### src/rtl/key_conditioner_pkg.sv
// Shared constants, width helper and per-channel state encoding for the
// key conditioner.
package key_cond_pkg;

  // 20 ms debounce and 2 s long-press at 50 MHz.
  localparam int unsigned DEBOUNCE_CYCLES_DEFAULT = 1000000;
  localparam int unsigned LONG_CYCLES_DEFAULT     = 100000000;

  // Bits needed to count 0..v-1; never less than 1.
  function automatic int unsigned clog2_w(input int unsigned v);
    int unsigned r;
    r = 0;
    for (int unsigned i = 0; i < 32; i++) begin
      if ((64'd1 << r) < 64'(v)) r = r + 1;
    end
    return (r < 1) ? 1 : r;
  endfunction

  typedef enum logic [1:0] {
    RELEASED        = 2'd0,
    PRESS_PENDING   = 2'd1,
    PRESSED         = 2'd2,
    RELEASE_PENDING = 2'd3
  } key_state_e;

endpackage

### src/rtl/key_conditioner_if.sv
// Button bundle: raw active-low keys in, conditioned levels and pulses out.
// W is the number of channels carried.
interface key_conditioner_if #(
  parameter int unsigned W = 4
);
  logic [W-1:0] key_n;
  logic [W-1:0] level;
  logic [W-1:0] press;
  logic [W-1:0] rel;
  logic [W-1:0] long_press;

  // Side driving the raw keys and consuming the conditioned outputs.
  modport master (
    output key_n,
    input  level, press, rel, long_press
  );

  // Conditioning side.
  modport slave (
    input  key_n,
    output level, press, rel, long_press
  );
endinterface

### src/rtl/key_debounce_channel.sv
// One button channel: 2-flop synchroniser, debounce FSM with counter,
// registered level and press/release pulses.
// Optional hold counter for long-press pulses: KEY_COND_LONG_PRESS_EN.
module key_debounce_channel
  import key_cond_pkg::*;
#(
  parameter int unsigned DEBOUNCE_CYCLES = DEBOUNCE_CYCLES_DEFAULT,
  parameter int unsigned LONG_CYCLES     = LONG_CYCLES_DEFAULT
) (
  input  logic              i_clk,
  input  logic              i_rst_n,
  key_conditioner_if.slave  bus
);

  localparam int unsigned   CW       = clog2_w(DEBOUNCE_CYCLES);
  localparam logic [CW-1:0] CNT_LAST = CW'(DEBOUNCE_CYCLES - 1);

  logic [1:0]    sync;
  logic          s;
  logic [CW-1:0] cnt;
  key_state_e    state;

  assign s = sync[1];

  // Bring the asynchronous raw key into the clock domain; idle is released.
  always_ff @(posedge i_clk or negedge i_rst_n) begin
    if (!i_rst_n) sync <= '1;
    else          sync <= {sync[0], bus.key_n[0]};
  end

  // Debounce FSM: a pending state survives only while s keeps differing
  // from the stable value; acceptance updates level and fires a pulse.
  always_ff @(posedge i_clk or negedge i_rst_n) begin
    if (!i_rst_n) begin
      state        <= RELEASED;
      cnt          <= '0;
      bus.level[0] <= 1'b0;
      bus.press[0] <= 1'b0;
      bus.rel[0]   <= 1'b0;
    end else begin
      bus.press[0] <= 1'b0;
      bus.rel[0]   <= 1'b0;
      case (state)
        RELEASED: begin
          if (!s) begin
            state <= PRESS_PENDING;
            cnt   <= CW'(1);
          end else begin
            cnt   <= '0;
          end
        end
        PRESS_PENDING: begin
          if (s) begin
            state <= RELEASED;
            cnt   <= '0;
          end else if (cnt == CNT_LAST) begin
            state        <= PRESSED;
            cnt          <= '0;
            bus.level[0] <= 1'b1;
            bus.press[0] <= 1'b1;
          end else begin
            cnt <= cnt + CW'(1);
          end
        end
        PRESSED: begin
          if (s) begin
            state <= RELEASE_PENDING;
            cnt   <= CW'(1);
          end else begin
            cnt   <= '0;
          end
        end
        RELEASE_PENDING: begin
          if (!s) begin
            state <= PRESSED;
            cnt   <= '0;
          end else if (cnt == CNT_LAST) begin
            state        <= RELEASED;
            cnt          <= '0;
            bus.level[0] <= 1'b0;
            bus.rel[0]   <= 1'b1;
          end else begin
            cnt <= cnt + CW'(1);
          end
        end
        default: begin
          state <= RELEASED;
          cnt   <= '0;
        end
      endcase
    end
  end

`ifdef KEY_COND_LONG_PRESS_EN
  localparam int unsigned   HW        = clog2_w(LONG_CYCLES);
  localparam logic [HW-1:0] HOLD_LAST = HW'(LONG_CYCLES - 1);

  logic [HW-1:0] hold;
  logic          fired;

  // Count debounced hold time; pulse once when it expires, then freeze
  // until the key is released.
  always_ff @(posedge i_clk or negedge i_rst_n) begin
    if (!i_rst_n) begin
      hold              <= '0;
      fired             <= 1'b0;
      bus.long_press[0] <= 1'b0;
    end else begin
      bus.long_press[0] <= 1'b0;
      if (bus.level[0]) begin
        if (!fired) begin
          if (hold == HOLD_LAST) begin
            bus.long_press[0] <= 1'b1;
            fired             <= 1'b1;
          end else begin
            hold <= hold + HW'(1);
          end
        end
      end else begin
        hold  <= '0;
        fired <= 1'b0;
      end
    end
  end
`else
  // Feature compiled out; LONG_CYCLES only kept so overrides stay legal.
  assign bus.long_press[0] = 1'b0 & (LONG_CYCLES == 0);
`endif

endmodule

### src/rtl/key_conditioner.sv
// Conditions N_KEYS raw active-low push-buttons into debounced levels and
// single-cycle press/release (and optional long-press) pulses.
// Optional long-press support: KEY_COND_LONG_PRESS_EN.
module key_conditioner
  import key_cond_pkg::*;
#(
  parameter int unsigned N_KEYS          = 4,
  parameter int unsigned DEBOUNCE_CYCLES = DEBOUNCE_CYCLES_DEFAULT,
  parameter int unsigned LONG_CYCLES     = LONG_CYCLES_DEFAULT
) (
  input  logic              i_clk,
  input  logic              i_rst_n,
  input  logic [N_KEYS-1:0] i_key_n,
  output logic [N_KEYS-1:0] o_level,
  output logic [N_KEYS-1:0] o_press,
  output logic [N_KEYS-1:0] o_release,
  output logic [N_KEYS-1:0] o_long_press
);

  // Independent channels: no priority, no masking between keys.
  for (genvar g = 0; g < N_KEYS; g++) begin : g_ch
    key_conditioner_if #(.W(1)) ch_bus ();

    assign ch_bus.key_n[0] = i_key_n[g];
    assign o_level[g]      = ch_bus.level[0];
    assign o_press[g]      = ch_bus.press[0];
    assign o_release[g]    = ch_bus.rel[0];
    assign o_long_press[g] = ch_bus.long_press[0];

    key_debounce_channel #(
      .DEBOUNCE_CYCLES (DEBOUNCE_CYCLES),
      .LONG_CYCLES     (LONG_CYCLES)
    ) u_ch (
      .i_clk   (i_clk),
      .i_rst_n (i_rst_n),
      .bus     (ch_bus.slave)
    );
  end

endmodule
### config.mk
export PLATFORM = sky130hd
export DESIGN_NAME = key_conditioner
export DESIGN_NICKNAME = d
export VERILOG_FILES = /design/src/rtl/key_conditioner_pkg.sv /design/src/rtl/key_conditioner_if.sv /design/src/rtl/key_debounce_channel.sv /design/src/rtl/key_conditioner.sv
export SDC_FILE = /design/constraint.sdc
export NUM_CORES = 1
export LEC_CHECK = 0
export ABC_AREA = 1
export BUFFER_PORTS_ARGS = -buffer_cell sky130_fd_sc_hd__buf_4
export CORE_MARGIN = 2
export CORE_UTILIZATION = 55
export CTS_BUF_LIST = sky130_fd_sc_hd__clkbuf_8
export DETAILED_ROUTE_END_ITERATION = 6
export GPL_TIMING_DRIVEN = 0
export PLACE_DENSITY = 0.72
export SLEW_MARGIN = 25
export SYNTH_ARGS = -nofsm -noshare
export SYNTH_HDL_FRONTEND = slang
export SYNTH_HIERARCHICAL = 1
export SYNTH_SLANG_ARGS = --single-unit
export TNS_END_PERCENT = 5
### constraint.sdc
create_clock -name i_clk -period 4.1 [get_ports i_clk]
set_input_delay 0.615 -clock i_clk [delete_from_list [all_inputs] [get_ports i_clk]]
set_output_delay 0.615 -clock i_clk [all_outputs]
set_load 0.02 [all_outputs]
==> metrics.txt, run 1 <==
RSZ-0062 raised after global routing=false; synthesized area per cell=a little under 8 um2; Worst Skew=between 0.003 and 0.004 ns; global-route wire length before repair=about 19000 um; Post-CTS Setup Inserts=0; worst path cell trace=buf_4 -> buf_4; Top cell by count, worst path=buf_4; number of setup violations in the final report=0; vias=4550; deepest clock path buffer count=2; clk_lat worst skew=0.37 ns; via/cell ratio=4.92; GP Congestion=0.880; dpl hpwl=7770 um; Hold WS=0.313 ns; Crit. End Element=primary output; Leak Pwr=2.86 nW; Ys Warns=6; crit path time final=about 1.7 ns; Worst Path Buf+Inv=2; Max H-tree Level=3; FMAX=0.595 GHz; Boundary Pins=22; post-route setup TNS=0 ns; normalized max-slew margin=0.439; DRT Wirelength=approximately 11000 um; gr ovfl total=0; Final ANT Viol Nets=0; IO Port Bufs=17; nets@finish=slightly below 800; final slew viol count=0; library cells used by synthesis=31; initial antenna violation count=0; largest net degree at the start of global routing=109; Worst-Margin Slew=0.841 ns; outcome=finished clean; final worst slack=2.42 ns; vias in the first global route=4346; final non-filler cell total=slightly above 900; Hold Vio Cnt, Final=0; PD cells=around 290 nW/um2; CTS Root Cell=clkbuf_8; Fill cells=937; die area=11600 um2; critical path peak fanout=2; effective utilization at floorplan=0.571; Remaining DRCs=0; critical path's top delay family=flip-flops; FP Rows=37; Pre-antenna DRT Iters=4; total track usage=0.201; Sink Count=108; Syn Nets=766; Diodes inserted=0; CP max stage cell=dfrtp_1; worst hold path type=primary input to async pin; drt wl/cell=11.5 um; peak supply drop=222 uV; Util after Layout=0.620; period utilization=0.410; dpl ws=2.47 ns; synthesized instance count=~760; Die Width=~110 um; post-synthesis sequential element count=around 110; area grow syn2layout=8.64%; Post-Syn Area=5920 um2; CTS Buf Count=9; post-CTS sizing=0; CTS tree=built; CP Data Arrival Time=1.07 ns; layout cells sized above 1=0.179; crit start category=flop; initial DRC count=approximately 240; Max-cap violations=0; dpl cells=909; Setup Crit Path Kind=flop to primary output; register area share after synthesis=0.458; Hold Buf Count CTS=0; DIE HEIGHT=108 um; CP max stage delay=0.41 ns; core area=10400 um2; Critical Path RT=between 3 and 4 ns; Reg clk slew, reported paths=approximately 0.1 ns
==> path summary, 6_finish.rpt <==
kind	endpoint	cells after the start	slack [ns]	startpoint
max in group asynchronous	g_ch[1].u_ch/cnt[16]	1	3.19	i_rst_n
min	g_ch[1].u_ch/cnt[7]	1	0.31	i_rst_n
min in group i_clk	g_ch[2].u_ch/sync[0]	1	0.34	i_key_n[2]
max	o_level[3]	2	2.42	g_ch[3].u_ch/bus.level
min reg2reg	g_ch[1].u_ch/sync[1]	0	0.36	g_ch[1].u_ch/sync[0]
max reg2reg	g_ch[2].u_ch/cnt[13]	7	2.45	g_ch[2].u_ch/cnt[0]
==> Yosys cell counts (all sizes together) <==
| cell | count | share of area |
|---|---|---|
| o211ai | 1 | 0.0013 |
| xnor2 | 9 | 0.015 |
| buf | 25 | 0.034 |
| xor2 | 29 | 0.043 |
| nand3b | 1 | 0.0013 |
| nand2 | 181 | 0.13 |
| nor2 | 205 | 0.15 |
| o21bai | 1 | 0.0032 |
| dfstp | 8 | 0.036 |
| nor4 | 3 | 0.0032 |
| dfrtp | 100 | 0.42 |
| inv | 79 | 0.050 |
| nor3b | 3 | 0.0038 |
| nor3 | 20 | 0.023 |
| nand4 | 6 | 0.0063 |
| o21ai | 14 | 0.012 |
| ha | 4 | 0.0085 |
| conb | 4 | 0.0025 |
| nand3 | 54 | 0.053 |
| a21oi | 9 | 0.0076 |
==> cell families (layout without fill, tap and decap cells) <==
kind of cell | after synthesis | count (layout) | synth area share
simple gates | 473 | 473 | 0.365
fa+ha+maj | 4 | 4 | 0.00845
compound gates | 25 | 25 | 0.0239
other cells | 4 | 4 | 0.00254
flops | 108 | 108 | 0.458
xor+xnor | 38 | 38 | 0.0575
buf+inv | 104 | 137 | 0.0843
==> worst reg2reg max path, stage by stage, from the launching register on <==
cell and delay, ns:
dfrtp_1 0.45, ha_1 0.24, nand2_2 0.10, nor3_4 0.24, nand3_4 0.16, nand2_4 0.14
buf_6 0.16, nor2_1 0.06
==> cell usage in the layout, fill, tap and decap left out, drive strengths merged, types with 3 or more instances in the layout <==
| master | instances |
|---|---|
| nor2 | 205 |
| nand2 | 181 |
| dfrtp | 100 |
| inv | 81 |
| nand3 | 54 |
| buf | 41 |
| xor2 | 29 |
| nor3 | 20 |
| o21ai | 14 |
| clkbuf | 11 |
| a21oi | 9 |
| xnor2 | 9 |
| dfstp | 8 |
| nand4 | 6 |
| ha | 4 |
| conb | 4 |
| nor3b | 3 |
| nor4 | 3 |
| clkinv | 3 |
==> stage by stage <==
stage / total power [mW] / instance area (um2)
after floorplan: 1.17 / 5920
after detailed placement: 1.21 / 6220
after CTS: 1.90 / 6430
after global placement: 1.21 / 6220
after global routing: 1.95 / 6430
final: 1.87 / 6430
==> registers in the layout, summed over array words and instances (netlist names), named ones only <==
| name | cells |
|---|---|
| g_ch.u_ch/cnt | 80 |
| g_ch.u_ch/sync | 8 |
| g_ch.u_ch/bus.level | 4 |
| g_ch.u_ch/bus.press | 4 |
| g_ch.u_ch/bus.rel | 4 |
| g_ch.u_ch/state | 4 |
==> cell type report <==
type                            instances  area (um2)  area share
Sequential cell                       108        2710       0.422
Clock buffer                           10         138      0.0214
Timing Repair Buffer                   17         134      0.0208
Tap cell                              136         170      0.0265
Buffer                                 25         203      0.0315
Multi-Input combinational cell        544        2710       0.421
Inverter                               79         297      0.0461
Clock inverter                          6        70.1      0.0109
==> report_power, final <==
group / internal, mW / switching [mW] / total (mW) / leakage (nW)
Sequential: 1.08 / 0.0124 / 1.09 / 1.46
Combinational: 0.0304 / 0.0648 / 0.0952 / 1.29
Clock: 0.305 / 0.371 / 0.676 / 0.107
Total: 1.42 / 0.448 / 1.87 / 2.86
==> metal layers <==
metal,up-vias,wire length (um),track usage
met2,74,5030,0.331
li1,2365,-,-
met5,-,0,0
met3,13,370,0.0375
met1,2098,5130,0.269
met4,0,140,0.0614
No activity file was read; power rests on OpenSTA's default activity.
==> run 2, diff against run 1 <==
ABC_AREA = 0   (was 1)
clock period = 1.55 ns   (was 4.1 ns; I/O delays follow)
==> run 2 against run 1 <==
Net effect: the flow now finishes with violations (hold timing, setup timing); register-to-register slack got worse by 2.7 ns; combinational power rose to 3.3 times the previous value; wire length rose by 9.2%; worst hold slack got worse by 0.33 ns; first-iteration DRC count fell by 28%; critical path depth rose by 2; critical endpoint is now g_ch[2].u_ch/cnt[18]; highest routed layer unchanged.
==> metrics.txt, run 2 <==
Synth async-reset ratio=1.00; total track usage=0.225; dominant cell type by area after synthesis=dfrtp_1; dpl hpwl=6310 um; via/cell ratio=5.54; dpl cells=between 600 and 700; Syn Nets=about 540; worst r2r src=g_ch[2].u_ch/cnt[3]; Ys Warns=6; Die Width=between 100 and 150 um; Remaining DRCs=0; largest registers=g_ch.u_ch/cnt: 80 flops, g_ch.u_ch/sync: 8 flops; Worst-Margin Slew=~0.85 ns; Crit. End Element=flop; most frequent cells in the layout=buf_4, dfrtp_1, nor2_1; Util after Layout=0.738; GP Congestion=0.809; library cells used by synthesis=43; Reg clk slew, reported paths=0.11 ns; Setup crit start=g_ch[2].u_ch/cnt[3]; FMAX=0.556 GHz; global-route wire length before repair=~19000 um; met1 track utilization from global routing=0.285; vias in the first global route=between 4000 and 5000; gr ovfl total=0; die area=roughly 10000 um2; register area share after synthesis=0.513; top post-synthesis cells by count=dfrtp_1, nor2_1, nand2_1; post-route setup TNS=-11.17 ns; area grow syn2layout=29.5%; critical path peak fanout=7; CTS Buf Count=9; EDFF count, synth=0; layout cells sized above 1=0.363; outcome=finished with violations; peak supply drop=about 730 uV; met3 Track Usage GR=0.0438; Pre-antenna DRT Iters=4; initial antenna violation count=0; DIE HEIGHT=about 100 um; RSZ-0062 raised after global routing=true; PD cells=about 740 nW/um2; nets@finish=635; Yosys top cell area share=0.473; core area=between 9000 and 10000 um2; CP Data Arrival Time=about 2.1 ns; Leak Pwr=2.90 nW; DRT Wirelength=~12000 um; IO Port Bufs=17; Final ANT Viol Nets=0; Max H-tree Level=3; Boundary Pins=22; vias=around 4200; Max-cap violations=0; Worst Skew=0.0204 ns; most common cell after layout, fill and taps aside=buf_4; effective utilization at floorplan=0.570; CTS Root Cell=clkbuf_8; final total power=5.10 mW; Post-Syn Area=5290 um2; register-to-register setup slack=-0.25 ns; FP Rows=35; final slew viol count=0; CTS tree=built; Setup Crit Path Kind=flop to flop; placed cell areas=5660 um2; number of setup violations in the final report=80; Fill cells=approximately 630; synthesized instance count=roughly 530; top_reg_cell synth=dfrtp_1; initial DRC count=between 150 and 200; dpl ws=-0.476 ns; post-synthesis sequential element count=around 110; period utilization=1.16; synthesized area per cell=10.0 um2; M2 GR Usage=0.398; drt wl/cell=roughly 15 um; max reg flops=80; cell with the most instances after synthesis=dfrtp_1; normalized max-slew margin=0.432; Hold WS=-0.0216 ns; crit path time final=between 1.5 and 2 ns; deepest clock path buffer count=2; crit start category=flop; Sink Count=108; largest net degree at the start of global routing=between 100 and 150; clk_lat worst skew=0.37 ns; Diodes inserted=0; GRT Max-Usage Layer=met2; most flop-heavy register=g_ch.u_ch/cnt; worst hold path type=primary input to async pin; post-route standard cell area excluding fillers=6850 um2; final worst slack=-0.249 ns; failing checks=hold timing, setup timing; final non-filler cell total=~760; Hold Vio Cnt, Final=43; Critical Path RT=1.84 ns; Area contributors post-synth=dfrtp_1, nor2_1, xnor2_1
## run 2: changes by cell type after synthesis, sizes merged, moves of 10 or more
cell	delta
inv	-58
and3	+12
a21oi	+17
or4	+14
xnor2	+19
nor3	-10
or3	+15
nor2	-135
nand3	-27
and4	+13
nand2	-146
## run 2: final timing paths
check / endpoint / cells past startpoint
min in group i_clk: g_ch[3].u_ch/sync[1] / 0
max in group asynchronous: g_ch[0].u_ch/cnt[5] / 1
setup reg to reg: g_ch[2].u_ch/cnt[18] / 4
setup / recovery: g_ch[2].u_ch/cnt[18] / 4
hold reg to reg: g_ch[3].u_ch/sync[1] / 0
hold / removal: g_ch[2].u_ch/cnt[15] / 1
## run 2: kinds of logic after synthesis
family,count (synthesis),share of synthesized area
fa+ha+maj,4,0.00946
xor+xnor,51,0.0844
buf+inv,53,0.0549
compound gates,67,0.0761
other cells,4,0.00284
mux,4,0.00757
flops,108,0.513
simple gates,236,0.252
## run 2: timing repair
action                                  4_1_cts  5_1_grt
hold buffers                                  4        0
endpoints found under the hold margin         4        0
endpoints found under the setup margin       93       96
setup buffers                                56       13
gates resized for setup                      57       61
gates cloned                                  1        0
pin swaps                                    30       26
## run 2: critical path, stage by stage (launching register included)
cell     delay (ns)
dfrtp_2        0.42
nand4_4        0.13
or4_4          0.60
or4_1          0.42
a21oi_1        0.15
## run 2: cell type report
type	count	area (um2)	share of cell area
flip-flops and latches	108	2730	0.399
well taps	129	161	0.0236
multi-input cells	366	2630	0.384
repair buffers	91	762	0.111
clock buffers	9	124	0.0181
inverters	21	78.8	0.0115
clock inverters	7	97.6	0.0142
plain buffers	28	263	0.0384
## run 2: where the power goes
| group | internal (mW) | leakage [nW] | switching [mW] |
|---|---|---|---|
| clock network | 0.919 | 0.106 | 0.979 |
| registers | 2.86 | 1.44 | 0.0354 |
| logic | 0.144 | 1.35 | 0.167 |
## run 2: metal layers
metal,routed length (um),part of all wire,vias up
li1,-,-,2021
met4,180,0.015,0
met5,0,0,-
met2,6110,0.52,86
met1,5020,0.43,2083
met3,345,0.030,16
==> run 3, diff against run 2 <==
HOLD_SLACK_MARGIN = 0.1   (was not set)
==> run 3 against run 2 <==
Net effect: the flow finishes with violations (setup timing); die area did not move; count of clock-buffer cells in the layout is the same; sequential share of layout area is 0.058 points lower; total power barely moved; wire length is 0.27% lower; non-clock buffer count is 1 higher; register-to-register slack about the same; worst setup slack improved by 0.0021 ns; largest cell class unchanged; largest power group unchanged.
==> metrics.txt, run 3 (synthesized netlist as in run 2, its figures left out) <==
outcome=finished with violations; failing checks=setup timing; FP Rows=35; critical path's top delay family=simple AND/OR/NAND/NOR gates; crit path time final=1.80 ns; initial antenna violation count=0; CTS tree=built; critical path peak fanout=7; most flop-heavy register=g_ch.u_ch/cnt; Worst Hold Path EP=g_ch[3].u_ch/sync[1]; Remaining DRCs=0; layout cells sized above 1=0.363; Hold Vio Cnt, Final=0; largest net degree at the start of global routing=109; gr ovfl total=0; Max-cap violations=0; reg2reg end=g_ch[2].u_ch/cnt[18]; Leak Pwr=approximately 2.9 nW; most common cell after layout, fill and taps aside=buf_4; final slew viol count=0; Pre-antenna DRT Iters=4; FMAX=~0.56 GHz; most frequent cells in the layout=buf_4, dfrtp_1, nor2_1; PD cells=743 nW/um2; dpl ws=-0.476 ns; period utilization=1.16; Register-to-Register Path Depth=4; max reg flops=80; CP Data Arrival Time=2.09 ns; Boundary Pins=22; Util after Layout=0.739; Final ANT Viol Nets=0; Setup Crit Path Kind=flop to flop; effective utilization at floorplan=0.570; Worst-Margin Slew=0.846 ns; final worst slack=-0.247 ns; largest registers=g_ch.u_ch/cnt: 80 flops, g_ch.u_ch/sync: 8 flops; DIE HEIGHT=102 um; total track usage=0.225; CP max stage delay=0.60 ns; Critical Path RT=1.84 ns; core area=9280 um2; Max H-tree Level=3; crit start category=flop; register-to-register setup slack=-0.25 ns; final total power=a little over 5 mW; via/cell ratio=5.53; Crit path depth=4; RSZ-0062 raised after global routing=true; Worst Skew=0.0203 ns; normalized max-slew margin=0.436; DRT Wirelength=11600 um; CTS Buf Count=9; Crit. End Element=flop; IO Port Bufs=17; number of setup violations in the final report=80; Reg clk slew, reported paths=0.11 ns; CP max stage cell=or4_4; Worst Path Buf+Inv=0; Sink Count=between 100 and 150; Diodes inserted=0; worst r2r src=g_ch[2].u_ch/cnt[3]; peak supply drop=734 uV; global-route wire length before repair=18800 um; die area=10400 um2; CTS Root Cell=clkbuf_8; worst hold path type=flop to flop; GP Congestion=0.809; deepest clock path buffer count=2; area grow syn2layout=29.7%; min-delay src=g_ch[3].u_ch/sync[0]; nets@finish=~640; worst path cell trace=nand4_4 -> or4_4 -> or4_1 -> a21oi_1; hold depth=0; vias in the first global route=approximately 4000; Die Width=approximately 100 um; drt wl/cell=between 15 and 20 um; post-route setup TNS=-11.20 ns; dpl hpwl=6310 um; clk_lat worst skew=0.37 ns; initial DRC count=167; vias=4202
## run 3: cell count changes in the layout (fill, tap and decap cells not counted), sizes merged
cell         change
dlygate4sd3      +1
## run 3: metrics by stage
step | std cells | hold WS (ns) | instance area, um2
after floorplan | 527 | -0.0631 | 5370
after global placement | 673 | 0.341 | 5650
after detailed placement | 673 | 0.342 | 5660
after CTS | 749 | 0.363 | 6560
after global routing | 760 | 0.365 | 6860
final | 760 | 0.361 | 6860
## run 3: metal layers
metal  part of all wire  track usage
met5                  0            0
met4              0.016       0.0564
met3              0.026       0.0438
met2               0.53        0.398
met1               0.43        0.285
## run 3: power by group
group          switching [mW]  internal, mW
registers              0.0353          2.86
clock network           0.977         0.919
logic                   0.167         0.145
## run 3: worst register-to-register path: stages, from the launching register on
cell and delay [ns]:
dfrtp_2 0.42, nand4_4 0.13, or4_4 0.60, or4_1 0.42, a21oi_1 0.15
## run 3: repair_timing
action | in CTS | in global routing
buffers inserted | 56 | 13
gates resized for setup | 57 | 61
cloned | 1 | 0
pin swaps | 30 | 26
endpoints found under the setup margin | 93 | 96
hold buffers | 5 | 0
endpoints found under the hold margin | 104 | 0
## run 3: area by class of cell
cell class,instances,area (um2)
Fill cell,633,2420
Clock inverter,7,97.6
Multi-Input combinational cell,366,2630
Buffer,28,263
Inverter,21,78.8
Timing Repair Buffer,92,772
Sequential cell,108,2730
Tap cell,129,161
Clock buffer,9,124
## run 3: how the worst max path moves through the flow
stage | start | to | slack, ns
2_1_floorplan | g_ch[1].u_ch/cnt[3] | g_ch[1].u_ch/cnt[18] | -0.27
3_3_place_gp | g_ch[3].u_ch/cnt[0] | g_ch[3].u_ch/cnt[11] | -0.44
3_5_place_dp | g_ch[0].u_ch/cnt[7] | g_ch[0].u_ch/cnt[11] | -0.48
4_1_cts | g_ch[2].u_ch/cnt[0] | g_ch[2].u_ch/cnt[18] | -0.28
5_1_grt | g_ch[0].u_ch/cnt[1] | g_ch[0].u_ch/cnt[18] | -0.34
6_report | g_ch[2].u_ch/cnt[3] | g_ch[2].u_ch/cnt[18] | -0.25
